===== src/rtl/mux_pkg.sv =====
// Package shared by the registered round-robin multiplexer.
// Contents:
//   mux_mode_e : MANUAL (forward sel) or RR (round-robin arbitration)
//   wrap_inc   : index increment that wraps to 0 at n-1
package mux_pkg;

    typedef enum logic {
        MODE_MANUAL = 1'b0,
        MODE_RR     = 1'b1
    } mux_mode_e;

    function automatic int unsigned wrap_inc(input int unsigned idx, input int unsigned n);
        return (idx >= n - 1) ? 0 : idx + 1;
    endfunction

endpackage


===== src/rtl/mux_rr_arb_arbiter.sv =====
// rr_arbiter: combinational rotate-priority search.
// Ports:
//   req       in  N_CH   request vector
//   ptr       in  CH_W   highest-priority index this cycle
//   en        in  1      enable; no grant when low
//   gnt_valid out 1      some request was found
//   gnt_idx   out CH_W   first requesting index at or after ptr (wrapping)
module rr_arbiter #(
    parameter int N_CH = 4,
    localparam int CH_W = $clog2(N_CH)
) (
    input  logic [N_CH-1:0] req,
    input  logic [CH_W-1:0] ptr,
    input  logic            en,
    output logic            gnt_valid,
    output logic [CH_W-1:0] gnt_idx
);

    // Walk offsets from farthest to nearest so the nearest hit is written last.
    always_comb begin
        gnt_valid = 1'b0;
        gnt_idx   = '0;
        for (int k = N_CH - 1; k >= 0; k--) begin
            int j;
            j = int'(ptr) + k;
            if (j >= N_CH) j = j - N_CH;
            if (en && req[j]) begin
                gnt_valid = 1'b1;
                gnt_idx   = CH_W'(j);
            end
        end
    end

endmodule


===== src/rtl/mux_rr_arb.sv =====
// mux_rr_arb: N-channel, W-bit registered multiplexer with valid/ready.
// MANUAL mode forwards the channel on sel, RR mode arbitrates round-robin.
// Ports:
//   clk, rst            clock, synchronous active-high reset
//   mode                0 = MANUAL, 1 = RR
//   sel                 channel select (MANUAL only)
//   in_data/in_valid    N_CH input channels, channel i at [i*W +: W]
//   in_ready            per-channel ready, at most one bit high
//   out_data/out_ch     registered beat and the channel that produced it
//   out_valid/out_ready output handshake
module mux_rr_arb
    import mux_pkg::*;
#(
    parameter int N_CH = 4,
    parameter int W    = 8,
    localparam int CH_W = $clog2(N_CH)
) (
    input  logic              clk,
    input  logic              rst,
    input  logic              mode,
    input  logic [CH_W-1:0]   sel,
    input  logic [N_CH*W-1:0] in_data,
    input  logic [N_CH-1:0]   in_valid,
    output logic [N_CH-1:0]   in_ready,
    output logic [W-1:0]      out_data,
    output logic [CH_W-1:0]   out_ch,
    output logic              out_valid,
    input  logic              out_ready
);

    logic [CH_W-1:0] ptr_q, ptr_d;
    logic [W-1:0]    data_q, data_d;
    logic [CH_W-1:0] ch_q, ch_d;
    logic            vld_q, vld_d;

    logic            rr_mode;
    logic            rr_gnt_valid;
    logic [CH_W-1:0] rr_gnt_idx;
    logic            man_gnt_valid;
    logic            gnt_valid;
    logic [CH_W-1:0] gnt_idx;
    logic [W-1:0]    gnt_data;
    logic            free;
    logic            xfer;

    assign rr_mode = (mux_mode_e'(mode) == MODE_RR);

    rr_arbiter #(.N_CH(N_CH)) u_arb (
        .req       (in_valid),
        .ptr       (ptr_q),
        .en        (rr_mode),
        .gnt_valid (rr_gnt_valid),
        .gnt_idx   (rr_gnt_idx)
    );

    // Out-of-range sel (non-power-of-2 N_CH) never grants.
    assign man_gnt_valid = !rr_mode && (int'(sel) < N_CH) && in_valid[sel];

    assign gnt_valid = rr_mode ? rr_gnt_valid : man_gnt_valid;
    assign gnt_idx   = rr_mode ? rr_gnt_idx   : sel;
    assign gnt_data  = in_data[gnt_idx*W +: W];

    assign free = !vld_q || out_ready;
    assign xfer = !rst && gnt_valid && free;

    assign in_ready = xfer ? (N_CH'(1) << gnt_idx) : '0;

    always_comb begin
        ptr_d  = ptr_q;
        data_d = data_q;
        ch_d   = ch_q;
        vld_d  = vld_q;
        if (xfer) begin
            data_d = gnt_data;
            ch_d   = gnt_idx;
            vld_d  = 1'b1;
            if (rr_mode) ptr_d = CH_W'(wrap_inc(32'(gnt_idx), N_CH));
        end else if (out_ready) begin
            vld_d = 1'b0;
        end
    end

    always_ff @(posedge clk) begin
        if (rst) begin
            ptr_q  <= '0;
            data_q <= '0;
            ch_q   <= '0;
            vld_q  <= 1'b0;
        end else begin
            ptr_q  <= ptr_d;
            data_q <= data_d;
            ch_q   <= ch_d;
            vld_q  <= vld_d;
        end
    end

    assign out_data  = data_q;
    assign out_ch    = ch_q;
    assign out_valid = vld_q;

    // Upstream stability check: a granted-but-blocked channel must present
    // the same data on the following cycle while it stays valid.
    logic            hold_q;
    logic [CH_W-1:0] hold_ch_q;
    logic [W-1:0]    hold_data_q;

    always_ff @(posedge clk) begin
        hold_q      <= !rst && gnt_valid && !free;
        hold_ch_q   <= gnt_idx;
        hold_data_q <= gnt_data;
    end

    always_ff @(posedge clk) begin
        if (!rst && hold_q && in_valid[hold_ch_q])
            assert (in_data[hold_ch_q*W +: W] == hold_data_q)
                else $error("in_data changed while blocked on ch %0d", hold_ch_q);
    end

endmodule


===== config.mk =====
export PLATFORM = sky130hd
export DESIGN_NAME = mux_rr_arb
export DESIGN_NICKNAME = d
export VERILOG_FILES = /design/src/rtl/mux_pkg.sv /design/src/rtl/mux_rr_arb_arbiter.sv /design/src/rtl/mux_rr_arb.sv
export SDC_FILE = /design/constraint.sdc
export NUM_CORES = 1
export LEC_CHECK = 0
export CORE_MARGIN = 5
export CORE_UTILIZATION = 38
export CTS_CLUSTER_SIZE = 12
export DETAILED_ROUTE_END_ITERATION = 16
export PLACE_DENSITY = 0.77
export SLEW_MARGIN = 20
export SYNTH_ARGS = -nofsm -noshare
export SYNTH_HDL_FRONTEND = slang
export SYNTH_SLANG_ARGS = --single-unit
export TNS_END_PERCENT = 5

===== constraint.sdc =====
create_clock -name clk -period 2.9 [get_ports clk]
set_input_delay 0.725 -clock clk [delete_from_list [all_inputs] [get_ports clk]]
set_output_delay 0.725 -clock clk [all_outputs]
set_load 0.02 [all_outputs]

# Yosys cells after proc, flatten, opt, wreduce, memory -nomap -nowiden
# Index checks and enable logic that the tools add are counted.
# word_totals
ff_bits	13
inputBits	42
output_inout_bits	15
wordCells	69
# classes
addsub	8
magnitude_cmp	10
shifts	2
n_mux	32
reduce_logical	13
# ops
operator	n
32-bit by 4-bit less-than comparator with 1-bit output, second input constant	4
32-bit two-way mux	4
32-bit by 4-bit greater-or-equal comparator with 1-bit output, second input constant	3
32-bit by 4-bit subtractor with 32-bit output, second input constant	3
32-bit by 6-bit variable part select with 8-bit output	1
1-bit two-way mux	16
2-bit two-way mux	6
1-bit binary-select mux with 2-bit select	5
1-bit logical AND	7
2-bit by 2-bit adder with 3-bit output, second input constant	2
4-bit two-way mux	1
1-bit by 2-bit left shift with 4-bit output, first input constant	1
2-bit by 3-bit subtractor with 4-bit output, second input constant	1
2-bit by 1-bit adder with 3-bit output, second input constant	1
2-bit by 3-bit greater-or-equal comparator with 1-bit output, second input constant	1
1-bit logical NOT	3
2-bit by 3-bit less-than comparator with 1-bit output, second input constant	1
2-bit by 1-bit adder with 2-bit output, second input constant	1
2-bit greater-or-equal comparator, second input constant	1
2-bit AND reduction	1
2-bit nonzero test	1
1-bit logical OR	1

# Depth between registers and ports, before layout
# Gate-level depths: netlist of the first run.
# logic_depth
ltp_word	15
mapped_depth	8
depth_no_buf	6

# Modules after synthesis
# Synthesis of the first run repeated with hierarchy kept, for this count alone.
# hier_totals
hier_cells	81
area_unflattened_um2	920.9
# by_module_without_submodules
module	instances	cells_per_inst	area_each_um2	seq_area_each_um2
mux_rr_arb	1	65	822.0	260.2
rr_arbiter	1	16	98.8	0.0

# Least setup slack after synthesis of the first run
# Ideal clock, no wire load.
# synth_timing
path_kind	input to output
startpoint	in in_valid[2]
endpoint	out in_ready[0]
t_arrival_ns	2.606
required_ns	2.175
path_slack_ns	-0.431
cell_stages	7
path_buffers	2
path_cell_list	buf_6 > mux4_2 > a211oi_2 > o221ai_2 > and2_4 > buf_6 > nor3b_1
# synth_via
elab_chain_len	12
elab_cells_between_ends	33
cone_classes	1 x shift; 25 x mux; 7 x reduce/logical
# synth_lines
element	line	rtl
from (decl)	mux_rr_arb.sv:23	input logic [N_CH-1:0] in_valid,
1-bit binary-select mux with 2-bit select	mux_rr_arb_arbiter.sv:27	if (en && req[j]) begin
1-bit two-way mux (implied by the code) (2 in a row)	mux_rr_arb_arbiter.sv:27	
1-bit logical AND	mux_rr_arb_arbiter.sv:27	
1-bit two-way mux (4 in a row)	mux_rr_arb_arbiter.sv:27	
1-bit two-way mux	mux_rr_arb.sv:59	assign gnt_valid = rr_mode ? rr_gnt_valid : man_gnt_valid;
1-bit logical AND	--	
1-bit logical AND	mux_rr_arb.sv:64	assign xfer = !rst && gnt_valid && free;
4-bit two-way mux *	mux_rr_arb.sv:66	assign in_ready = xfer ? (N_CH'(1) << gnt_idx) : '0;
to (decl)	mux_rr_arb.sv:24	output logic [N_CH-1:0] in_ready,
# Mark *: on every way between the ends. The rest lies on a longest branch, timed or not. The select of a mux whose other input is x is not followed.

# Worst setup path in the final report of the first run
# layout_timing
startpoint	in in_valid[3]
endpoint	out in_ready[2]
# The elaborated chain is that of the path after synthesis.

==> results of run 1 <==
-- worst min-delay path, stage by stage, from the launching register on --
cell	delay [ps]
dfxtp_1	310
nand2_1	50
a21oi_1	60
-- power breakdown --
part           internal [uW]  switching [uW]
logic                    233             184
clock network           53.4            62.2
registers                202            14.7
total                    488             261
-- area by class of cell --
class | count | area [um^2]
inverter | 4 | 15.0
fill | 311 | 1230
clock buffer | 4 | 26.3
sequential | 13 | 262
tap | 46 | 57.6
multi-input combinational | 108 | 955
timing repair buffer | 83 | 769
-- worst min path at each step --
stage | from | end
global placement | out_ch[1] | out_ch[1]
detailed placement | out_ch[1] | out_ch[1]
global route | out_ch[1] | out_ch[1]
CTS | out_ch[1] | out_ch[1]
finish | out_ch[1] | out_ch[1]
floorplan | out_ch[1] | out_ch[1]
-- layout by cell type (no fill, tap or decap), types with 2 or more instances in the layout --
cell | Yosys | routed
o221ai_2 | 1 | 2
inv_1 | 4 | 4
clkbuf_4 | 0 | 3
a31oi_1 | 2 | 2
a32oi_1 | 8 | 8
mux4_2 | 1 | 3
and2_1 | 8 | 8
or3b_2 | 2 | 2
nor3b_1 | 10 | 9
a311o_1 | 8 | 8
nand2_1 | 5 | 5
dlygate4sd2_1 | 0 | 2
clkdlybuf4s50_1 | 0 | 45
buf_4 | 1 | 27
nor2_1 | 6 | 5
mux2_4 | 5 | 5
nor2b_1 | 2 | 2
buf_6 | 5 | 6
a211oi_2 | 1 | 2
a21oi_1 | 6 | 5
xnor2_1 | 2 | 2
a211oi_1 | 3 | 2
nor3_1 | 10 | 8
mux2_2 | 5 | 5
dfxtp_1 | 13 | 12
o21ai_1 | 1 | 2
-- metrics by stage --
step | power, uW | setup TNS, ps | setup WS [ps] | area, um^2 | std cells
4_1_cts | 748 | -182 | -78.0 | 2070 | 258
3_5_place_dp | 616 | -8980 | -1100 | 2000 | 252
6_report | 749 | -125 | -45.5 | 2080 | 258
5_1_grt | 794 | -321 | -97.9 | 2080 | 258
3_3_place_gp | 606 | -8010 | -1030 | 2000 | 252
2_1_floorplan | 457 | -511 | -149 | 1320 | 138
-- logic make-up (layout without fill, tap and decap cells) --
| group | count (synthesis) | count (layout) | synth area share |
|---|---|---|---|
| AO/OA/AOI/OAI | 41 | 41 | 0.264 |
| XOR/XNOR | 2 | 2 | 0.0136 |
| buffers and inverters | 17 | 91 | 0.113 |
| flip-flops | 13 | 13 | 0.201 |
| multiplexers | 15 | 15 | 0.175 |
| AND/OR/NAND/NOR | 50 | 50 | 0.232 |
-- metal layers --
metal | global-route usage | share of wire | routed length (um)
met5 | 0 | 0 | 0
met4 | 0.0596 | 0.023 | 94
met3 | 0.0460 | 0.060 | 246
met1 | 0.206 | 0.42 | 1710
met2 | 0.341 | 0.50 | 2030
-- cells in the mapped netlist, types with 5 or more instances --
cell type  number
dfxtp_1        13
mux2_2          5
nand2_1         5
nor3_1         10
nor3b_1        10
mux2_4          5
a21oi_1         6
nor2_1          6
and2_1          8
a311o_1         8
buf_6           5
a32oi_1         8
-- registers in the layout, summed over array words and instances, names as in the netlist --
name and count:
ptr_q 2, out_ch 2, out_data 8, out_valid 1
-- what timing repair did --
item	4_1_cts	5_1_grt
pin swaps	7	7
setup buffers	2	0
gates resized for setup	62	2
endpoints found under the setup margin	12	4
==> run summary, run 1 <==
==================================================================================
Crit Reg-Reg Endpoint                                                  out_data[0]
Number of nets in the finished design                                          255
CP startpoint kind                                                    primary input
Worst Setup EP                                                         in_ready[2]
Number of buffer and inverter stages on the critical path                        2
Largest net degree at the start of global routing                               18
Layout cells sized above 1                                                   0.349
Type of the tightest min-delay check                                  flop to flop
Number of antenna-violating nets in the routed design                            0
Synthesized netlist cell count                                                 138
Synth Flop Type                                                            dfxtp_1
Global placer's final weighted congestion                                    0.794
Max-slew violation total from the final report                                   0
Final cell utilization of the core                                           0.630
Category of the critical setup timing path                            primary input to output port
Arrival time of data at the critical path endpoint                         2220 ps
IO Port Bufs                                                                    56
Total number of H-tree levels                                                    1
Levels on crit path                                                              7
Number of buffers on the longest clock path                                      2
GRT overflow                                                                     0
Worst Hold Path Cells                                                            2
Upper clock frequency limit                                                340 MHz
CTS tree                                                                      done
Final Hold Viols                                                                 0
Largest cells by area after synthesis                                 dfxtp_1, a311o_1, mux2_4
Highest-delay cell along the critical path                                  mux4_2
Final Setup Violations                                                           4
FF-to-FF Start                                                            ptr_q[0]
Per-cell via count in the routed design                                       5.52
Worst reg-to-reg path cell count                                                 8
Violations in the final reports                                       negative setup slack
Number of global-route vias before repair                                    1,482
Remaining max-slew budget at the tightest pin                                0.640
WL final                                                                   4.08 mm
Height of the die                                                          68.3 um
Number of standard-cell rows in the floorplan                                   21
IO Count                                                                        57
Total number of vias                                                         1,423
First-pass iteration count of the detailed router                                4
Actual transition at the worst max-transition pin                           537 ps
N_diodes                                                                         0
Crit share post-route                                                         1.02
Number of hold buffers added after cts                                           0
Netlist area before placement                                         0.00129 mm^2
Final hold slack                                                            462 ps
Die extent in x                                                            68.3 um
Leakage power figure                                                   0.000779 uW
DP HPWL                                                                    3.23 mm
Area share of the largest cell type after synthesis                          0.201
Critical path peak fanout                                                        6
Clock slew at reported path FFs                                              80 ps
First-pass GRT wire length                                                 6.54 mm
Layout Area Growth over Synthesis                                            61.3%
Routed wirelength normalized by instance count                             15.8 um
Kind of end point of the critical path                                 output port
FFs w/ async S/R, synth                                                          0
Initial DRC Count                                                               60
Minimum setup slack in the final design                                   -45.5 ps
Family of cells with the greatest summed delay on the critical path   multiplexers
Initial core utilization                                                     0.390
Number of max-capacitance violations reported                                    0
Post-Synthesis Net Count                                                       180
Clock buffers created by TritonCTS                                               3
Worst-skew pair later-pin latency                                           280 ps
Max IR drop VDD                                                         0.000218 V
CTS Root Buffer Type                                                      clkbuf_4
Longest individual stage delay on the worst path                            520 ps
Cell breakdown of the critical path                                   buf_6 > mux4_2 > nand2_1 > nand2_1 > o32a_4 > and3_4 > buf_6
Sequential area share after synthesis                                        0.201
Minimum clock period after layout                                          2950 ps
Outcome                                                               complete, but fails checks
Number of clock sinks seen by CTS                                               13
Setup crit start                                                       in_valid[3]
GRT Resource Usage Total                                                     0.185
Count of flip-flops with a built-in enable after synthesis                       0
Setup skew after layout                                                    1.43 ps
Synthesized flop and latch total                                                13
Synth warn                                                                       0
Setup repair after global routing missed its margin                           true
Mean post-synth cell area                                                9.37 um^2
Antenna violations before repair                                                 0
Number of remaining DRC errors                                                   0
Count of distinct cell types in the synthesized netlist                         43
Biggest area consumer among synthesized cells                              dfxtp_1
Core box area                                                         0.00331 mm^2
Power density cells                                                    359 mW/mm^2
Total die area                                                        0.00467 mm^2
Setup slack on the worst flop-to-flop path                                  210 ps
Worst Path Required                                                        2170 ps
==================================================================================
Note: power is estimated with default switching activity, not from simulation.
==> run 2: changes to the inputs <==
CORE_MARGIN = 1   (was 5)
clock period = 2.65 ns   (was 2.9 ns; I/O delays follow)
==> run summary, run 2 (synthesis results as in run 1) <==
==================================================================================
Outcome                                                               complete, but fails checks   unchanged
Violations in the final reports                                       negative setup slack   unchanged
CTS tree                                                                      done   unchanged
Worst path most repeated cell                                                buf_6
CP startpoint kind                                                    primary input   unchanged
Total number of vias                                                         1,557   was 1,423
Critical path peak fanout                                                        6   unchanged
Clock slew at reported path FFs                                              90 ps   was 80 ps
Routed wirelength normalized by instance count                             15.6 um   was 15.8 um
Upper clock frequency limit                                                339 MHz
Global placer's final weighted congestion                                    0.881   was 0.794
First-pass iteration count of the detailed router                                4   unchanged
Layout cells sized above 1                                                   0.426   was 0.349
N_diodes                                                                         0   unchanged
Category of the critical setup timing path                            primary input to output port   unchanged
Final cell utilization of the core                                           0.737   was 0.630
Worst-skew pair later-pin latency                                           280 ps   about the same
Combinational share of power                                                 0.590   was 0.557
Crit share post-route                                                         1.11
Number of buffer and inverter stages on the critical path                        3   was 2
GRT overflow                                                                     0   unchanged
Largest net degree at the start of global routing                               13   was 18
Total number of H-tree levels                                                    1   unchanged
GRT Resource Usage Total                                                     0.253   was 0.185
Number of remaining DRC errors                                                   0   unchanged
Total die area                                                        0.00364 mm^2   was 0.00467 mm^2
Height of the die                                                          60.3 um   was 68.3 um
Highest-delay cell along the critical path                                  mux4_2   unchanged
WL final                                                                   4.36 mm   was 4.08 mm
Initial DRC Count                                                               96   was 60
Max FFs per register                                                             8   unchanged
Final Setup Violations                                                          12   was 4
Worst Path Required                                                        1990 ps   was 2170 ps
Number of max-capacitance violations reported                                    0   unchanged
Kind of end point of the critical path                                 output port   unchanged
Number of buffers on the longest clock path                                      2   unchanged
Longest individual stage delay on the worst path                            460 ps   was 520 ps
Number of standard-cell rows in the floorplan                                   20   was 21
Clock buffers created by TritonCTS                                               3   unchanged
Core box area                                                         0.00313 mm^2   was 0.00331 mm^2
Proportion of power drawn by flip-flops and latches                          0.266   was 0.289
DP HPWL                                                                    3.29 mm   was 3.23 mm
Fillcell total                                                                 247   was 311
Power density cells                                                    386 mW/mm^2   was 359 mW/mm^2
IO Port Bufs                                                                    56   unchanged
Flip-flop and latch area                                                  264 um^2   was 262 um^2
Layout Area Growth over Synthesis                                            78.3%   was 61.3%
Minimum clock period after layout                                          2950 ps
Number of global-route vias before repair                                    1,573   was 1,482
Remaining max-slew budget at the tightest pin                                0.534   was 0.640
First-pass GRT wire length                                                 6.88 mm   was 6.54 mm
Actual transition at the worst max-transition pin                           695 ps   was 537 ps
Setup TNS                                                                 -1660 ps   was -125 ps
IO Count                                                                        57   unchanged
Initial core utilization                                                     0.413   was 0.390
Antenna violations before repair                                                 0   unchanged
Leakage power figure                                                   0.000899 uW   was 0.000779 uW
Number of nets in the finished design                                          278   was 255
Family of cells with the greatest summed delay on the critical path   multiplexers   unchanged
Setup skew after layout                                                    4.32 ps   was 1.43 ps
Minimum setup slack in the final design                                    -300 ps   was -45.5 ps
CTS Root Buffer Type                                                      clkbuf_4   unchanged
Number of clock sinks seen by CTS                                               13   unchanged
Number of hold buffers added after cts                                           0   unchanged
Switching power                                                             309 uW   was 261 uW
Arrival time of data at the critical path endpoint                         2290 ps   was 2220 ps
Top library cells by usage in the layout, fill and taps aside         clkdlybuf4s50_1, buf_4, buf_6, dfxtp_1, nor3b_1   was clkdlybuf4s50_1, buf_4, dfxtp_1
Most common cell after layout, fill and taps aside                    clkdlybuf4s50_1   unchanged
Setup repair after global routing missed its margin                           true   unchanged
Switching power share of the total                                           0.348   was 0.349
Cell breakdown of the critical path                                   buf_6 > buf_6 > mux4_2 > a211oi_2 > o221ai_2 > and2_4 > nor3b_4 > buf_6   was buf_6 > mux4_2 > nand2_1 > nand2_1 > o32a_4 > and3_4 > buf_6
Type of the tightest min-delay check                                  flop to flop   unchanged
Number of antenna-violating nets in the routed design                            0   unchanged
Die extent in x                                                            60.3 um   was 68.3 um
Final Hold Viols                                                                 0   unchanged
Footprint of the multi-input gates                                        988 um^2   was 955 um^2
Worst slack at placement                                                  -1300 ps   was -1100 ps
Portion of total power attributed to the clock network                       0.144   was 0.154
Per-cell via count in the routed design                                       5.58   was 5.52
Int Power                                                                   580 uW   was 488 uW
Max-slew violation total from the final report                                   0   unchanged
Max IR drop VDD                                                         0.000251 V   was 0.000218 V
==================================================================================
[run 2: final cells by class]
| class | instances | area share |
|---|---|---|
| multi-input combinational | 108 | 0.429 |
| timing repair buffer | 106 | 0.415 |
| sequential | 13 | 0.115 |
| tap | 44 | 0.0239 |
| clock buffer | 4 | 0.0114 |
| inverter | 4 | 0.00651 |
[run 2: metal layers]
layer  up-vias  part of all wire  GRT usage  routed length [um]
met5         -                 0          0                   0
met4         0             0.018      0.103                  78
met3        11             0.063     0.0281                 273
met2        77              0.51      0.433                2240
met1       731              0.41      0.321                1760
li1        738                 -          -                   -
[run 2: timing repair]
item | in CTS | in global routing
setup endpoints to repair | 13 | 12
buffers inserted | 10 | 0
pin swaps | 7 | 3
gates resized for setup | 66 | 5
[run 2: worst paths after layout]
kind,cells past startpoint,start,to,slack (ps)
hold reg to reg,2,out_ch[1],out_ch[1],490
hold / removal,2,out_ch[1],out_ch[1],490
setup reg to reg,9,ptr_q[0],out_data[1],30
setup / recovery,8,in_valid[1],in_ready[0],-300
[run 2: metrics by stage]
step / area [um^2] / instances / hold WS [ps] / total power, uW
2_1_floorplan: 1320 / 138 / 532 / 500
3_3_place_gp: 2110 / 265 / 457 / 692
3_5_place_dp: 2110 / 265 / 472 / 704
4_1_cts: 2270 / 279 / 490 / 876
5_1_grt: 2300 / 279 / 527 / 936
6_report: 2300 / 279 / 486 / 889
[run 2: power groups by stage]
stage          Sequential (uW)  Combinational, uW  Clock (uW)
2_1_floorplan              264                235           0
3_3_place_gp               238                453           0
3_5_place_dp               240                465           0
4_1_cts                    236                511         129
5_1_grt                    239                558         139
6_report                   236                525         128
[run 2: worst reg2reg max path: cells and delay by family (launching register included)]
| kind | cells | cell delay, ps |
|---|---|---|
| multiplexers | 2 | 760 |
| AO/OA/AOI/OAI | 3 | 750 |
| buffers and inverters | 3 | 410 |
| flip-flops | 1 | 390 |
| AND/OR/NAND/NOR | 1 | 200 |
